$ cat src/rtl/calc_pkg.sv
// Shared calculator definitions: multiplier FSM states and the default datapath width.
package calc_pkg;

    typedef enum logic [1:0] {IDLE, RUN, DONE} mult_state_t;

    localparam int CALC_N = 32;

endpackage

$ cat src/rtl/seq_shift_add_mult.sv
// Radix-2 sequential shift-and-add multiplier, one multiplier bit per cycle, N-cycle latency.
// MULT_EARLY_TERM_EN: finish as soon as the remaining multiplier bits are all zero.
module seq_shift_add_mult
    import calc_pkg::*;
#(
    parameter int N = CALC_N
) (
    input  logic           Clk,
    input  logic           Rst_n,
    input  logic           Start,
    input  logic [N-1:0]   A,
    input  logic [N-1:0]   B,
    output logic           Busy,
    output logic           Done,
    output logic [2*N-1:0] Product
);

    localparam int CW = (N > 1) ? $clog2(N) : 1;

    mult_state_t    state_q;
    logic [2*N-1:0] acc_q;
    logic [2*N-1:0] mcand_q;
    logic [2*N-1:0] product_q;
    logic [N-1:0]   mplier_q;
    logic [CW-1:0]  count_q;
    logic           busy_q;
    logic           done_q;

    logic [2*N-1:0] acc_d;
    logic [N-1:0]   mplier_d;
    logic           last_d;

    always_comb begin
        acc_d    = mplier_q[0] ? (acc_q + mcand_q) : acc_q;
        mplier_d = mplier_q >> 1;
`ifdef MULT_EARLY_TERM_EN
        // No set bits left means further iterations cannot change acc.
        last_d   = (count_q == CW'(N - 1)) || (mplier_d == '0);
`else
        last_d   = (count_q == CW'(N - 1));
`endif
    end

    always_ff @(posedge Clk) begin
        if (!Rst_n) begin
            state_q   <= IDLE;
            acc_q     <= '0;
            mcand_q   <= '0;
            mplier_q  <= '0;
            count_q   <= '0;
            product_q <= '0;
            busy_q    <= 1'b0;
            done_q    <= 1'b0;
        end else begin
            case (state_q)
                IDLE, DONE: begin
                    if (Start) begin
                        state_q  <= RUN;
                        acc_q    <= '0;
                        mcand_q  <= {{N{1'b0}}, A};
                        mplier_q <= B;
                        count_q  <= '0;
                        busy_q   <= 1'b1;
                        done_q   <= 1'b0;
                    end else begin
                        state_q  <= IDLE;
                        busy_q   <= 1'b0;
                        done_q   <= 1'b0;
                    end
                end
                RUN: begin
                    acc_q    <= acc_d;
                    mcand_q  <= mcand_q << 1;
                    mplier_q <= mplier_d;
                    count_q  <= count_q + 1'b1;
                    if (last_d) begin
                        state_q   <= DONE;
                        product_q <= acc_d;
                        busy_q    <= 1'b0;
                        done_q    <= 1'b1;
                    end
                end
                default: begin
                    state_q <= IDLE;
                    busy_q  <= 1'b0;
                    done_q  <= 1'b0;
                end
            endcase
        end
    end

    assign Busy    = busy_q;
    assign Done    = done_q;
    assign Product = product_q;

endmodule

$ cat config.mk
export PLATFORM = sky130hd
export DESIGN_NAME = seq_shift_add_mult
export DESIGN_NICKNAME = d
export VERILOG_FILES = /design/src/rtl/calc_pkg.sv /design/src/rtl/seq_shift_add_mult.sv
export SDC_FILE = /design/constraint.sdc
export NUM_CORES = 1
export LEC_CHECK = 0
export BUFFER_PORTS_ARGS = -buffer_cell sky130_fd_sc_hd__buf_4
export CAP_MARGIN = 30
export CORE_MARGIN = 1
export CORE_UTILIZATION = 38
export CTS_BUF_LIST = sky130_fd_sc_hd__clkbuf_4
export CTS_CLUSTER_DIAMETER = 40
export DETAILED_ROUTE_END_ITERATION = 12
export PLACE_DENSITY = 0.68
export SLEW_MARGIN = 20
export SYNTH_ARGS = -nofsm -noshare
export SYNTH_HDL_FRONTEND = slang
export SYNTH_SLANG_ARGS = --single-unit
export TNS_END_PERCENT = 50
$ cat constraint.sdc
create_clock -name Clk -period 2.88 [get_ports Clk]
set_clock_uncertainty 0.05 [all_clocks]
set_input_delay 0 -clock Clk [delete_from_list [all_inputs] [get_ports Clk]]
set_output_delay 0 -clock Clk [all_outputs]
set_load 0.1 [all_outputs]
==> flow_metrics.py <==
metrics = {
    "run_status": {
        "status": "finished, violations left",
        "violations": "negative setup slack",
    },
    "grt": {
        "overflow": 0,
        "antenna_found_initial": 1,
        "grt_pass1_vias": 12800,
        "grt.total_usage": 0.246,
        "grt_max_degree": 78,
        "grt_pass1_wl_microns": 65300,
    },
    "timing": {
        "fin_crit_sh": 1.10,
        "setup_slack_ps": -286,
        "setup_viol": 32,
        "max_freq_mhz": 316,
        "timing.final.hold_violations": 0,
        "tightest_slew_ps": 865,
        "max-slew-margin-rel": 0.423,
        "timing.final.max_slew_violations": 0,
        "period_minus_slack_ps": 3170,
        "tns_ps": -4980,
        "rsz0062_at_grt": "yes",
    },
    "synth": {
        "async_reset_ff_frac": 0,
        "seq_area_frac_synth": 0.382,
        "yosysTopAreaCell": "dfxtp_1",
        "synth_top_flop_cell": "dfxtp_1",
        "synth_common_cells": "dfxtp_1, nor2_1, a21oi_1",
        "synthTopCellsByArea": "dfxtp_1, ha_1, a21oi_1",
        "synth-seq-cells": 232,
        "synth_top_area_frac": 0.382,
        "synth-edff-count": 0,
        "syn_area_sq_mm": 0.0121,
        "syn_inst": 1471,
        "yosysWarnings": 0,
        "synthesis.nets": 1604,
        "synth.distinct_cells": 64,
        "yosysMostFrequentCell": "dfxtp_1",
        "synth_area_per_cell_sq_um": 8.25,
    },
    "drt": {
        "finalWirelength_microns": 40600,
        "drt_pre_antenna_iters": 5,
        "num_vias": 12700,
        "routed_via_density": 5.55,
        "initialDrtViolationCount": 947,
        "drc": 0,
        "wire_per_inst_microns": 17.7,
        "ant_nets": 0,
    },
    "setup_path": {
        "crit_path_max_fanout": 3,
        "cp.required_ps": 3410,
        "slowest_delay_ps": 360,
        "cp.arrival_ps": 3690,
        "slowest_stage": "dfxtp_2",
        "endpoint_kind": "flip-flop",
        "start_kind": "flip-flop",
        "crit_chain": "ha_4 -> inv_2 -> fa_2 -> nand2b_4 -> a21oi_4 -> o21ai_2 -> o31a_1 -> o31a_4 -> o311ai_4 -> nand3_4 -> o31ai_4 -> xor2_1 -> o211a_1",
        "critPathKind": "reg -> reg",
    },
    "clock_network": {
        "clock_latency_ps": 760,
        "cts_tree": "yes",
        "cts_buffer_depth": 3,
        "clock-sinks": 232,
        "htree_levels": 3,
        "cts_made_buffers": 68,
        "clock-root-buffer": "clkbuf_4",
        "clk_pin_slew_ps": 80,
    },
    "die": {
        "core_sq_mm": 0.0315,
        "ios": 133,
        "die_w_microns": 181,
        "start_util": 0.386,
        "rows": 65,
        "dieArea_sq_mm": 0.0327,
        "die_h_microns": 181,
    },
    "finish": {
        "drive_above_1_share": 0.310,
        "nets": 1977,
        "postLayoutCellArea_sq_mm": 0.0173,
        "area_growth_pct": 42.7,
    },
    "placed_design": {
        "hpwl_microns": 27100,
        "place_area_sq_mm": 0.0146,
        "portBuffers": 132,
        "gp_congestion": 0.920,
    },
    "power_and_ir_drop": {
        "power.leakage_nw": 7.40,
        "peakVddDrop_v": 0.000314,
        "power.total_mw": 7.75,
        "p_per_area_mw_per_mm2": 447,
    },
    "min_path": {
        "min_path_type": "in -> reg",
    },
    "flow_run": {
        "maxCapViolations": 0,
    },
}
==> worst paths after layout <==
| check | from | to | slack, ps | cells after the start |
|---|---|---|---|---|
| setup reg to reg | mcand_q[0] | Product[62] | -290 | 13 |
| hold reg to reg | Product[1] | Product[1] | 410 | 2 |
| hold / removal | A[8] | mcand_q[8] | 80 | 4 |
| setup / recovery | mcand_q[0] | Product[62] | -290 | 13 |
==> per-stage QoR <==
step / util / std cells / hold WS, ps / worst slack, ps
after detailed placement: 0.465 / 2074 / 213 / -402
final: 0.551 / 2289 / 76.8 / -286
after global routing: 0.551 / 2289 / 73.0 / -435
after floorplan: - / 1471 / 111 / -15.7
after global placement: 0.465 / 2074 / 206 / -452
after CTS: 0.535 / 2276 / 24.6 / -265
==> cells in the final DEF, fill, tap and decap left out, drive strengths merged, types with 65 or more instances in the layout <==
cell and instances:
nor2 159, dfxtp 232, dlygate4sd3 78, nand2 115
clkbuf 93, nor3 76, ha 65, o21ai 98
a21oi 130, buf 330
==> critical path: cells and delay by family (launching register included) <==
kind,cells,cell delay (ps)
AND/OR/NAND/NOR,2,320
AO/OA/AOI/OAI,7,1590
buffers and inverters,1,40
adder cells (fa/ha/maj),2,500
flip-flops,1,360
XOR/XNOR,1,110
==> metal layers <==
layer	wire length, microns	up-vias	track usage	part of all wire
met5	0	-	0	0
met4	1480	0	0.120	0.037
met3	2280	100	0.0470	0.056
met2	18900	410	0.401	0.47
met1	17900	6004	0.310	0.44
li1	-	6181	-	-
==> logic make-up (layout without fill, tap and decap cells) <==
group | after synthesis | count (layout) | share of synthesized area
simple gates | 445 | 445 | 0.165
compound gates | 507 | 507 | 0.273
other cells | 0 | 1 | 0
xor+xnor | 60 | 60 | 0.0433
flops | 232 | 232 | 0.382
fa+ha+maj | 66 | 66 | 0.0686
mux | 34 | 34 | 0.0282
buf+inv | 127 | 542 | 0.0393
==> registers in the layout, summed over array words and instances, names as in the netlist <==
signal    count
Done          1
Product      64
count_q       5
mcand_q      64
mplier_q     32
acc_q        64
state_q       2
==> repair_timing <==
action	4_1_cts	5_1_grt
pin swaps	53	38
hold endpoints to repair	114	0
endpoints found under the setup margin	64	71
setup buffers	15	14
resized for setup	97	78
hold buffers	78	0
==> area by class of cell <==
cell class              count  area (sq um)
fillers                  2737         14100
multi-input cells        1112          7920
flip-flops and latches    232          4660
repair buffers            408          3310
clock buffers              93           698
well taps                 402           503
clock inverters            19           159
inverters                  22          83.8
diodes                      1          2.50
==> power breakdown <==
part           internal, mW  switching [mW]  leakage (nW)
Sequential             3.32          0.0790          1.89
Combinational         0.531           0.606          5.00
Clock                  1.69            1.52         0.509
(Power assumes the default switching activity.)
